## src/rtl/v_mem_seq_if.sv

```systemverilog
// Single-port data-memory handshake between the vector load/store sequencer
// and data memory.
interface v_mem_seq_if #(
    parameter int unsigned ELEN = 32
);
    logic            mem_req;
    logic            mem_we;
    logic [31:0]     mem_addr;
    logic [ELEN-1:0] mem_wdata;
    logic [ELEN-1:0] mem_rdata;
    logic            mem_ready;

    modport master (
        output mem_req,
        output mem_we,
        output mem_addr,
        output mem_wdata,
        input  mem_rdata,
        input  mem_ready
    );

    modport slave (
        input  mem_req,
        input  mem_we,
        input  mem_addr,
        input  mem_wdata,
        output mem_rdata,
        output mem_ready
    );
endinterface

```

## src/rtl/v_mem_seq.sv

```systemverilog
// Vector load/store sequencer: serialises the enabled lanes of one vector memory
// op onto a 32-bit memory handshake and assembles the 128-bit load result.
module v_mem_seq #(
    parameter int unsigned VLEN = 128,
    parameter int unsigned ELEN = 32,
    localparam int unsigned NL = VLEN / ELEN,
    localparam int unsigned IW = (NL > 1) ? $clog2(NL) : 1
) (
    input  logic            clk,
    input  logic            rst,
    input  logic            start,
    input  logic            is_store,
    input  logic [VLEN-1:0] addr,
    input  logic [VLEN-1:0] vs3_in,
    input  logic [NL-1:0]   vm,
    v_mem_seq_if.master     mem,
    output logic            busy,
    output logic            done,
    output logic            err,
    output logic [VLEN-1:0] ld_data
);

    typedef enum logic [1:0] {
        StIdle,
        StLane,
        StDone,
        StErr
    } state_t;

    state_t          state_q;
    logic [IW-1:0]   idx_q;
    logic            is_store_q;
    logic [VLEN-1:0] addr_q;
    logic [VLEN-1:0] vs3_q;
    logic [NL-1:0]   vm_q;
    logic [VLEN-1:0] ld_data_q;
    logic            done_q;
    logic            err_q;

    logic            misalign;
    logic            lane_en;
    logic            lane_last;

    always_comb begin
        misalign = 1'b0;
        for (int i = 0; i < int'(NL); i++) begin
            if (vm[i] && (addr[i*ELEN +: 2] != 2'b00)) begin
                misalign = 1'b1;
            end
        end
    end

    assign lane_en   = vm_q[idx_q];
    assign lane_last = (idx_q == IW'(NL - 1));

    // Request fields decode straight from captured registers, so they stay
    // stable across stalls and drop the instant reset clears the state.
    assign mem.mem_req   = (state_q == StLane) && lane_en;
    assign mem.mem_we    = mem.mem_req && is_store_q;
    assign mem.mem_addr  = addr_q[idx_q*ELEN +: 32];
    assign mem.mem_wdata = vs3_q[idx_q*ELEN +: ELEN];

    assign busy    = (state_q != StIdle);
    assign done    = done_q;
    assign err     = err_q;
    assign ld_data = ld_data_q;

    always_ff @(posedge clk or posedge rst) begin
        if (rst) begin
            state_q    <= StIdle;
            idx_q      <= '0;
            is_store_q <= 1'b0;
            addr_q     <= '0;
            vs3_q      <= '0;
            vm_q       <= '0;
            ld_data_q  <= '0;
            done_q     <= 1'b0;
            err_q      <= 1'b0;
        end else begin
            done_q <= 1'b0;
            unique case (state_q)
                StIdle: begin
                    if (start) begin
                        is_store_q <= is_store;
                        addr_q     <= addr;
                        vs3_q      <= vs3_in;
                        vm_q       <= vm;
                        ld_data_q  <= vs3_in;
                        idx_q      <= '0;
                        err_q      <= 1'b0;
                        state_q    <= misalign ? StErr : StLane;
                    end
                end
                StLane: begin
                    // Masked lanes burn one cycle; mem_ready is only honoured on a live request.
                    if (!lane_en || mem.mem_ready) begin
                        if (lane_en && !is_store_q) begin
                            ld_data_q[idx_q*ELEN +: ELEN] <= mem.mem_rdata;
                        end
                        if (lane_last) begin
                            done_q  <= 1'b1;
                            state_q <= StDone;
                        end else begin
                            idx_q <= idx_q + IW'(1);
                        end
                    end
                end
                StDone: begin
                    state_q <= StIdle;
                end
                StErr: begin
                    done_q  <= 1'b1;
                    err_q   <= 1'b1;
                    state_q <= StDone;
                end
                default: begin
                    state_q <= StIdle;
                end
            endcase
        end
    end

endmodule

```

## src/flat_wrapper.sv

```systemverilog
// flat-port wrapper written by rule: the top's interface ports become plain ports
module v_mem_seq_flat 
#(
    parameter int unsigned VLEN = 128,
    parameter int unsigned ELEN = 32,
    localparam int unsigned NL = VLEN / ELEN,
    localparam int unsigned IW = (NL > 1) ? $clog2(NL) : 1
)
  (clk, rst, start, is_store, addr, vs3_in, vm, busy, done, err, ld_data, mem_mem_req, mem_mem_we, mem_mem_addr, mem_mem_wdata, mem_mem_rdata, mem_mem_ready);
  v_mem_seq_if #(.ELEN(ELEN)) mem_i ();
  input  logic clk;
  input  logic rst;
  input  logic start;
  input  logic is_store;
  input  logic [VLEN-1:0] addr;
  input  logic [VLEN-1:0] vs3_in;
  input  logic [NL-1:0] vm;
  output logic busy;
  output logic done;
  output logic err;
  output logic [VLEN-1:0] ld_data;
  output wire logic [$bits(mem_i.mem_req)-1:0] mem_mem_req;
  output wire logic [$bits(mem_i.mem_we)-1:0] mem_mem_we;
  output wire logic [$bits(mem_i.mem_addr)-1:0] mem_mem_addr;
  output wire logic [$bits(mem_i.mem_wdata)-1:0] mem_mem_wdata;
  input wire logic [$bits(mem_i.mem_rdata)-1:0] mem_mem_rdata;
  input wire logic [$bits(mem_i.mem_ready)-1:0] mem_mem_ready;
  assign mem_mem_req = mem_i.mem_req;
  assign mem_mem_we = mem_i.mem_we;
  assign mem_mem_addr = mem_i.mem_addr;
  assign mem_mem_wdata = mem_i.mem_wdata;
  assign mem_i.mem_rdata = mem_mem_rdata;
  assign mem_i.mem_ready = mem_mem_ready;
  v_mem_seq #(.VLEN(VLEN), .ELEN(ELEN)) u_core (.clk(clk), .rst(rst), .start(start), .is_store(is_store), .addr(addr), .vs3_in(vs3_in), .vm(vm), .mem(mem_i), .busy(busy), .done(done), .err(err), .ld_data(ld_data));
endmodule
```

## config.mk

```make
export PLATFORM = sky130hd
export DESIGN_NAME = v_mem_seq_flat
export DESIGN_NICKNAME = d
export VERILOG_FILES = /design/src/rtl/v_mem_seq_if.sv /design/src/rtl/v_mem_seq.sv /design/src/flat_wrapper.sv
export SDC_FILE = /design/constraint.sdc
export NUM_CORES = 1
export LEC_CHECK = 0
export CAP_MARGIN = 10
export CORE_MARGIN = 1.5
export CORE_UTILIZATION = 45
export CTS_CLUSTER_DIAMETER = 30
export CTS_CLUSTER_SIZE = 24
export DETAILED_ROUTE_END_ITERATION = 12
export PLACE_DENSITY = 0.75
export SLEW_MARGIN = 30
export SYNTH_ARGS = -nofsm -noshare
export SYNTH_HDL_FRONTEND = slang
export SYNTH_SLANG_ARGS = --single-unit
```

## constraint.sdc

```tcl
create_clock -name clk -period 43.2 [get_ports clk]
set_clock_uncertainty 0.05 [all_clocks]
set_input_delay 8.64 -clock clk [delete_from_list [all_inputs] [get_ports clk]]
set_output_delay 8.64 -clock clk [all_outputs]
set_load 0.01 [all_outputs]
```

Word-level counts from Yosys, hierarchy flattened
Index checks and enable logic that the tools add are counted.

word-level totals
  bits of input ports = 297
  register bits after elaboration = 395
  output and inout port bits = 197

operators by class
  shift-type cells = 4
  equality and inequality tests = 9
  magnitude comparators = 1
  add/subtract/negate cells = 2
  mux-type cells = 25
  reductions and logical operators = 23

operator list
  operator                                                                    count
  128-bit two-way mux                                                         3
  128-bit one-hot mux with 2 select lines                                     1
  128-bit by 8-bit variable part select with 32-bit output                    2
  128-bit bitwise mux                                                         1
  32-bit by 34-bit variable shift with 128-bit output (first input constant)  1
  32-bit by 34-bit variable part select with 128-bit output                   1
  7-bit negation with 34-bit output                                           1
  2-bit two-way mux                                                           7
  2-bit nonzero test                                                          7
  1-bit two-way mux                                                           8
  2-bit != test (second input constant)                                       4
  2-bit one-hot mux with 4 select lines                                       1
  4-bit AND reduction                                                         2
  1-bit logical AND                                                           7
  2-bit equality test (second input constant)                                 3
  1-bit one-hot mux with 2 select lines                                       2
  2-bit one-hot mux with 2 select lines                                       1
  2-bit AND reduction                                                         2
  2-bit by 3-bit < comparator with 1-bit output (second input constant)       1
  3-bit AND reduction                                                         1
  2-bit by 1-bit adder with 2-bit output (second input constant)              1
  1-bit binary-select mux with 2-bit select                                   1
  2-bit by 1-bit equality test with 1-bit output (second input constant)      1
  1-bit logical NOT                                                           2
  other kinds (3)                                                             3

Longest topological paths before layout
Gate-level depths: netlist (run 1).

  word-level depth = 9
  gate-level depth with buffers = 10
  gate-level depth less buffers = 6

Worst setup path before layout (run 1)
Ideal clock, no wire load.

  path type = register -> output
  from = register u_core.idx_q[0]
  to = output port mem_mem_addr[11]
  required time = 34510 ps
  cell stages (with the launch flop) = 5
  setup slack = 32752 ps
  arrival = 1758 ps
  buffers on the path = 3
  cell sequence = dfrtp_1 > buf_2 > buf_2 > buf_2 > mux4_2

on the way
  cells in the longest elaborated chain, start to end = 1

ends and longest elaborated chain
  element                                                   line                RTL
  from (decl)                                               v_mem_seq.sv:31     logic [IW-1:0] idx_q;
  from (signal assigned)                                    v_mem_seq.sv:104    idx_q <= idx_q + IW'(1);
  128-bit by 8-bit variable part select with 32-bit output  v_mem_seq.sv:60     assign mem.mem_addr = addr_q[idx_q*ELEN +: 32];
  to (decl)                                                 flat_wrapper.sv:24  output wire logic [$bits(mem_i.mem_addr)-1:0] mem_mem_addr;

Every way passes these cells.

Worst setup path in the final report (run 1)
  from = register u_core.idx_q[0]
  to = output port mem_mem_we

on the way
  cells in the longest elaborated chain, start to end = 4

ends and longest elaborated chain
  element                                    line                RTL
  1-bit binary-select mux with 2-bit select  v_mem_seq.sv:53     assign lane_en = vm_q[idx_q];
  1-bit two-way mux (implied by the code)    v_mem_seq.sv:53
  1-bit logical AND                          v_mem_seq.sv:58     assign mem.mem_req = (state_q == StLane) && lane_en;
  1-bit logical AND                          v_mem_seq.sv:59     assign mem.mem_we = mem.mem_req && is_store_q;
  to (decl)                                  flat_wrapper.sv:23  output wire logic [$bits(mem_i.mem_we)-1:0] mem_mem_we;

Every way passes these cells. The select of a mux whose other input is x is not followed.

==> impl_results.md, run 1 <==
- Clock latency on the worst-skew pair: 0.59 ns
- Final TNS setup: 0 ns
- # fillers: 3022
- Mapped Area: 18200 um2
- Reg area: 9890 um2
- P_int: between 0.001 and 0.0015 W
- Ranking of synthesized cells by area: dfrtp_1, nand2_1, a22oi_1, mux4_2, a22oi_2
- Worst min-delay path class: flop to flop
- Postcts setup bufs: 0
- Setup crit end kind: output pin
- # DRC: 0
- Inst Count DP: 2734
- CP max stage delay: a little under 0.9 ns
- Placed inst area: 23400 um2
- Final Slew Violations: 0
- Leak: 12.0 nW
- Netlist cell types: 36
- Worst Path Max Fanout: 45
- Largest net degree at the start of global routing: about 140
- Total grt overflow: 0
- Min Tclk post-route: 12.26 ns
- Vias in the first global route: 17400
- Die width: 204 um
- Final nets: 2602
- Reg clk slew, reported paths: 0.04 ns
- CTS root buffer: clkbuf_16
- Peak VDD IR: 0.0425 mV
- Post-synth EDFFs: 0
- Fin crit share: 28.4%
- Ys flop type: dfrtp_1
- Via count normalized by instance count: 5.64
- Initial antenna violation count: 10
- PwrDens: 85.4 nW/um2
- Critical-path top delay cell: dfrtp_4
- P_sw: 0.000791 W
- Routability Congestion: 0.868
- Share of the synthesized area in the top cell type: approximately 54%
- Most frequent cells in the layout: nand2_1, clkdlybuf4s50_1, dfrtp_1, a22oi_1, nor2_1
- H-tree level count: 3
- PostCTS Resize Cnt: 0
- Core ar.: 39800 um2
- Unrepaired setup endpoints after global routing: no
- Vias: ~16000
- Critical path required time: approximately 35 ns
- Syn Nets: 2137
- Critical path data arrival time: 3.57 ns
- Final hold slack: 0.419 ns
- I/O Buffers: 493
- Number of CTS-inserted buffers: 87
- Yosys reg bits: 395
- Final setup viols: 0
- Clock share of power: 30.5%
- Critical path, cell by cell: buf_6, nand3b_1, o22a_4, clkinv_4, and2_1, clkdlybuf4s50_1
- Outcome: finished, final reports clean
- GRT Util Overall: 30.9%
- Drt wl/cell: 21.9 um
- Post-route ant nets: 0
- Starting density of the core: ~46%
- Clock tree buffer depth: 3
- Sw Share: 34.9%
- Syn Area/Cell: about 10 um2
- CTS tree: done
- Achievable Freq: between 80 and 90 MHz
- Top-level port count: 494
- Max-slew headroom: a little over a third
- Setup Crit Path Kind: flop to output pin
- Global-route wire length before repair: 98600 um
- Sink Count: around 400
- CTS Hold Bufs: 0
- Gate power share: 39.8%
- Die Y: about 200 um
- Syn. warnings: 0
- FFs w/ async S/R, synth: 100%
- 1st-iter DRT viols: 1532
- Power share of the sequential group: roughly 30%
- Pre-Repair DR Iteration Count: 7
- Crit path launch type: flop
- Total Power: 0.00226 W
- Gate Count Post-Synth: 1834
- Synth area leader: dfrtp_1
- Detailed Route WL: 63700 um
- Hold Vio Cnt, Final: 0
- Final Cell Area: between 20000 and 30000 um2
- Area growth from synthesis to layout: 45.4%
- MaxCap Viol Count: 0
- Layout cell share with drive strength beyond 1: 13.0%
- Register area share after synthesis: between 50% and 60%
- Final HPWL DP: ~41000 um
- Worst-margin pin slew: 0.947 ns
- Fin cells: 2903
- Commonest non-fill, non-tap cell in the layout: nand2_1
- Die area: 41700 um2
- # rows: 73
- Area of the multi-input gates: 7620 um2
[kinds of logic (layout without fill, tap and decap cells)]
logic type / count (synthesis) / after routing / synth area share (%)
AOI/OAI and AO/OA: 275 / 275 / 12.7
muxes: 68 / 68 / 8.19
adders and majority gates: 6 / 6 / 0.412
other: 0 / 9 / 0
DFF: 395 / 395 / 54.2
buffers and inverters: 147 / 682 / 4.30
and+or+nand+nor: 943 / 943 / 20.2
[worst max-delay path, delay by kind of cell (launching register included)]
family                 cells  cell delay [ns]
DFF                        1             0.87
and+or+nand+nor            2             0.31
buffers and inverters      3             1.33
AOI/OAI and AO/OA          1             0.33
[Yosys cell counts, types with 4 or more instances]
cell,n
a22oi_1,206
a22oi_2,50
buf_1,6
buf_2,32
buf_4,4
buf_6,23
clkbuf_1,77
dfrtp_1,395
ha_1,6
inv_1,4
mux4_2,65
nand2_1,791
nand3_4,4
nor2_1,133
o21ai_0,7
[worst paths after layout]
kind	slack [ns]	cells after the start	endpoint	startpoint
max	30.94	6	mem_mem_we	u_core.idx_q[0]
min	0.42	2	u_core.addr_q[126]	u_core.addr_q[126]
max reg2reg	38.90	8	u_core.ld_data[108]	u_core.idx_q[0]
min reg2reg	0.42	2	u_core.addr_q[126]	u_core.addr_q[126]
max in group asynchronous	32.62	4	u_core.ld_data[43]	rst
min in group asynchronous	8.54	2	u_core.addr_q[34]	rst
[power by group through the flow]
stage          Combinational (W)  Sequential, W  Clock, W
2_1_floorplan           0.000495       0.000659         0
3_3_place_gp            0.000870       0.000662         0
3_5_place_dp            0.000892       0.000672         0
4_1_cts                 0.000902       0.000670  0.000697
5_1_grt                 0.000974       0.000693  0.000720
6_report                0.000900       0.000673  0.000691
[flip-flops by register name, indices dropped and copies added (netlist names)]
name and count:
u_core.idx_q 2, u_core.vm_q 4, u_core.err 1, u_core.addr_q 128, u_core.state_q 2, u_core.done 1
u_core.ld_data 128, u_core.is_store_q 1, u_core.vs3_q 128
[per-stage QoR]
stage,util [%],worst slack (ns)
floorplan,-,23.53
global placement,58.5,31.01
detailed placement,58.7,31.23
CTS,66.4,30.61
global route,66.5,30.71
finish,66.6,30.94
[per-layer routing]
layer,track usage (%),vias to the layer above,routed length (um)
li1,-,7172,-
met1,38.5,8065,23900
met2,49.9,923,31100
met3,6.70,201,5630
met4,17.6,4,3030
met5,0,-,29
[final cells by class]
cell class | count | share of cell area (%)
Sequential cell | 395 | 37.3
Multi-Input combinational cell | 1292 | 28.7
Tap cell | 525 | 2.48
Clock inverter | 51 | 2.81
Timing Repair Buffer | 518 | 19.6
Clock buffer | 108 | 8.81
Antenna cell | 9 | 0.0850
Inverter | 5 | 0.137
Power figures use the tool's default switching activity.
==> run 2: changes to the inputs <==
==> constraint.sdc (replaced) <==
create_clock -name clk -period 11.7 [get_ports clk]
set_clock_uncertainty 0.05 [all_clocks]
set_input_delay 2.34 -clock clk [delete_from_list [all_inputs] [get_ports clk]]
set_output_delay 2.34 -clock clk [all_outputs]
set_load 0.01 [all_outputs]
==> run 2 against run 1 <==
Count of clock-buffer cells in the layout up 13. Clock power rose to 3.8 times the previous value. Utilization up 0.45 points. Sequential cell count unchanged. Non-clock buffer count down 3. Routed wire length up 2.2%. Worst hold slack worse by 0.0020 ns. Global-route usage up 0.19 points. Sequential share of layout area down 0.25 points. Cell area up 0.68%. Via count up 0.34%. Critical path type unchanged. Largest cell class unchanged.
==> impl_results.md, run 2 (synthesis results as in run 1) <==
- Outcome: finished, final reports clean (unchanged)
- Top delay family on crit path: buffers and inverters (unchanged)
- Worst Path Max Fanout: 39 (was 45)
- Critical path required time: 9.31 ns (was 34.51 ns)
- # rows: 73 (unchanged)
- Final Cell Area: 26700 um2 (was 26500 um2)
- Inst Count DP: 2729 (was 2734)
- Critical path, cell by cell: buf_4, mux4_2, clkdlybuf4s50_1 (was buf_6, nand3b_1, o22a_4, clkinv_4, and2_1, clkdlybuf4s50_1)
- H-tree level count: 3 (unchanged)
- Area growth from synthesis to layout: 46.4% (was 45.4%)
- Commonest non-fill, non-tap cell in the layout: nand2_1 (unchanged)
- Number of CTS-inserted buffers: 89 (was 87)
- GRT Util Overall: 31.1% (was 30.9%)
- Fin crit share: 50.2%
- Gate power share: 38.9% (was 39.8%)
- Final HPWL DP: 41000 um (was 41100 um)
- Pre-Repair DR Iteration Count: 6 (was 7)
- Fin util: 67.0% (was 66.6%)
- Hold Vio Cnt, Final: 0 (unchanged)
- PostCTS Resize Cnt: 0 (unchanged)
- Final setup viols: 0 (unchanged)
- 1st-iter DRT viols: 1545 (was 1532)
- Setup crit end kind: output pin (unchanged)
- Largest net degree at the start of global routing: 252 (was 139)
- Setup Crit Path Kind: flop to output pin (unchanged)
- Vias: 16400 (about the same)
- Sw Share: 34.6% (was 34.9%)
- I/O Buffers: 493 (unchanged)
- Worst-margin pin slew: 1.02 ns (was 0.947 ns)
- Die Y: 204 um (unchanged)
- Placed inst area: 23300 um2 (was 23400 um2)
- Power share of the sequential group: 29.8% (was 29.7%)
- CTS tree: done (unchanged)
- Worst reg2reg setup slack: 7.26 ns (was 38.90 ns)
- Clock tree buffer depth: 3 (unchanged)
- Global-route wire length before repair: 98900 um (was 98600 um)
- MaxCap Viol Count: 0 (unchanged)
- Post-route ant nets: 0 (unchanged)
- Achievable Freq: 170 MHz
- Final hold slack: 0.417 ns (was 0.419 ns)
- Total grt overflow: 0 (unchanged)
- Via count normalized by instance count: 5.66 (was 5.64)
- Critical-path top delay cell: dfrtp_4 (unchanged)
- Worst min-delay path class: flop to flop (unchanged)
- Most frequent cells in the layout: nand2_1, clkdlybuf4s50_1, dfrtp_1, a22oi_1, nor2_1 (unchanged)
- Clock latency on the worst-skew pair: 0.58 ns (was 0.59 ns)
- Leak: 12.1 nW (was 12.0 nW)
- Fin cells: 2902 (was 2903)
- Initial antenna violation count: 4 (was 10)
- Final Slew Violations: 0 (unchanged)
- Sink Count: 395 (unchanged)
- CP max stage delay: 0.98 ns (was 0.87 ns)
- CTS root buffer: clkbuf_16 (unchanged)
- # DRC: 0 (unchanged)
- Detailed Route WL: 65100 um (was 63700 um)
- Layout cell share with drive strength beyond 1: 13.3% (was 13.0%)
- Clock share of power: 31.3% (was 30.5%)
- Routability Congestion: 0.888 (was 0.868)
- Unrepaired setup endpoints after global routing: no (unchanged)
- Min Tclk post-route: 5.88 ns
- Vias in the first global route: 17100 (was 17400)
- Postcts setup bufs: 0 (unchanged)
- Final nets: 2601 (was 2602)
- Core ar.: 39800 um2 (unchanged)
- CTS Hold Bufs: 0 (unchanged)
- P_int: 0.00556 W (was 0.00147 W)
- Top-level port count: 494 (unchanged)
- Worst path bufs/invs: 2 (was 3)
- Max-slew headroom: 31.8% (was 36.4%)
- Crit path launch type: flop (unchanged)
- PwrDens: 318 nW/um2 (was 85.4 nW/um2)
- Reg area: 9890 um2 (unchanged)
- Drt wl/cell: 22.4 um (was 21.9 um)
- Area of the multi-input gates: 7620 um2 (unchanged)
- # fillers: 2959 (was 3022)
- Die area: 41700 um2 (unchanged)
- Critical path data arrival time: 3.49 ns (was 3.57 ns)
- Reg clk slew, reported paths: 0.04 ns (about the same)
- Starting density of the core: 45.8% (unchanged)
- Die width: 204 um (unchanged)
- P_sw: 0.00294 W (was 0.000791 W)
- Final TNS setup: 0 ns (unchanged)
- Peak VDD IR: 0.187 mV (was 0.0425 mV)
==> run 2: metrics by stage <==
step / total power [W] / setup WS [ns]
floorplan: 0.00426 / 3.99
global placement: 0.00567 / 6.42
detailed placement: 0.00577 / 6.35
CTS: 0.00850 / 5.72
global route: 0.00892 / 5.59
finish: 0.00849 / 5.82
==> run 2: per-layer routing <==
metal / track usage [%] / vias up / wire length [um]
met2: 49.0 / 918 / 31200
met4: 18.4 / 2 / 3260
met1: 38.5 / 8155 / 24600
li1: - / 7159 / -
met3: 8.20 / 186 / 5970
met5: 0 / - / 13
==> run 2: path summary, 6_finish.rpt <==
path	from	cells after the start	end
max	u_core.idx_q[0]	3	mem_mem_wdata[31]
min	u_core.addr_q[86]	2	u_core.addr_q[86]
max in group asynchronous	rst	4	u_core.idx_q[1]
min reg2reg	u_core.addr_q[86]	2	u_core.addr_q[86]
max reg2reg	u_core.idx_q[1]	8	u_core.ld_data[102]
min in group asynchronous	rst	2	u_core.addr_q[74]
==> run 2: cell type report <==
| cell class | instances | share of cell area, % |
|---|---|---|
| diodes | 5 | 0.0469 |
| clock buffers | 121 | 9.95 |
| clock inverters | 44 | 2.23 |
| inverters | 5 | 0.103 |
| multi-input cells | 1292 | 28.5 |
| flip-flops and latches | 395 | 37.1 |
| well taps | 525 | 2.46 |
| repair buffers | 515 | 19.6 |
==> run 2: tightest hold or removal path: stages (launching register included) <==
cell,delay (ns)
dfrtp_1,0.33
nand2_1,0.05
nand2_1,0.05
==> run 2: power by group through the flow <==
stage / registers, W / clock network [W] / logic (W)
3_3_place_gp: 0.00249 / 0 / 0.00318
3_5_place_dp: 0.00251 / 0 / 0.00326
2_1_floorplan: 0.00244 / 0 / 0.00183
4_1_cts: 0.00251 / 0.00268 / 0.00330
5_1_grt: 0.00259 / 0.00276 / 0.00357
6_report: 0.00253 / 0.00266 / 0.00330
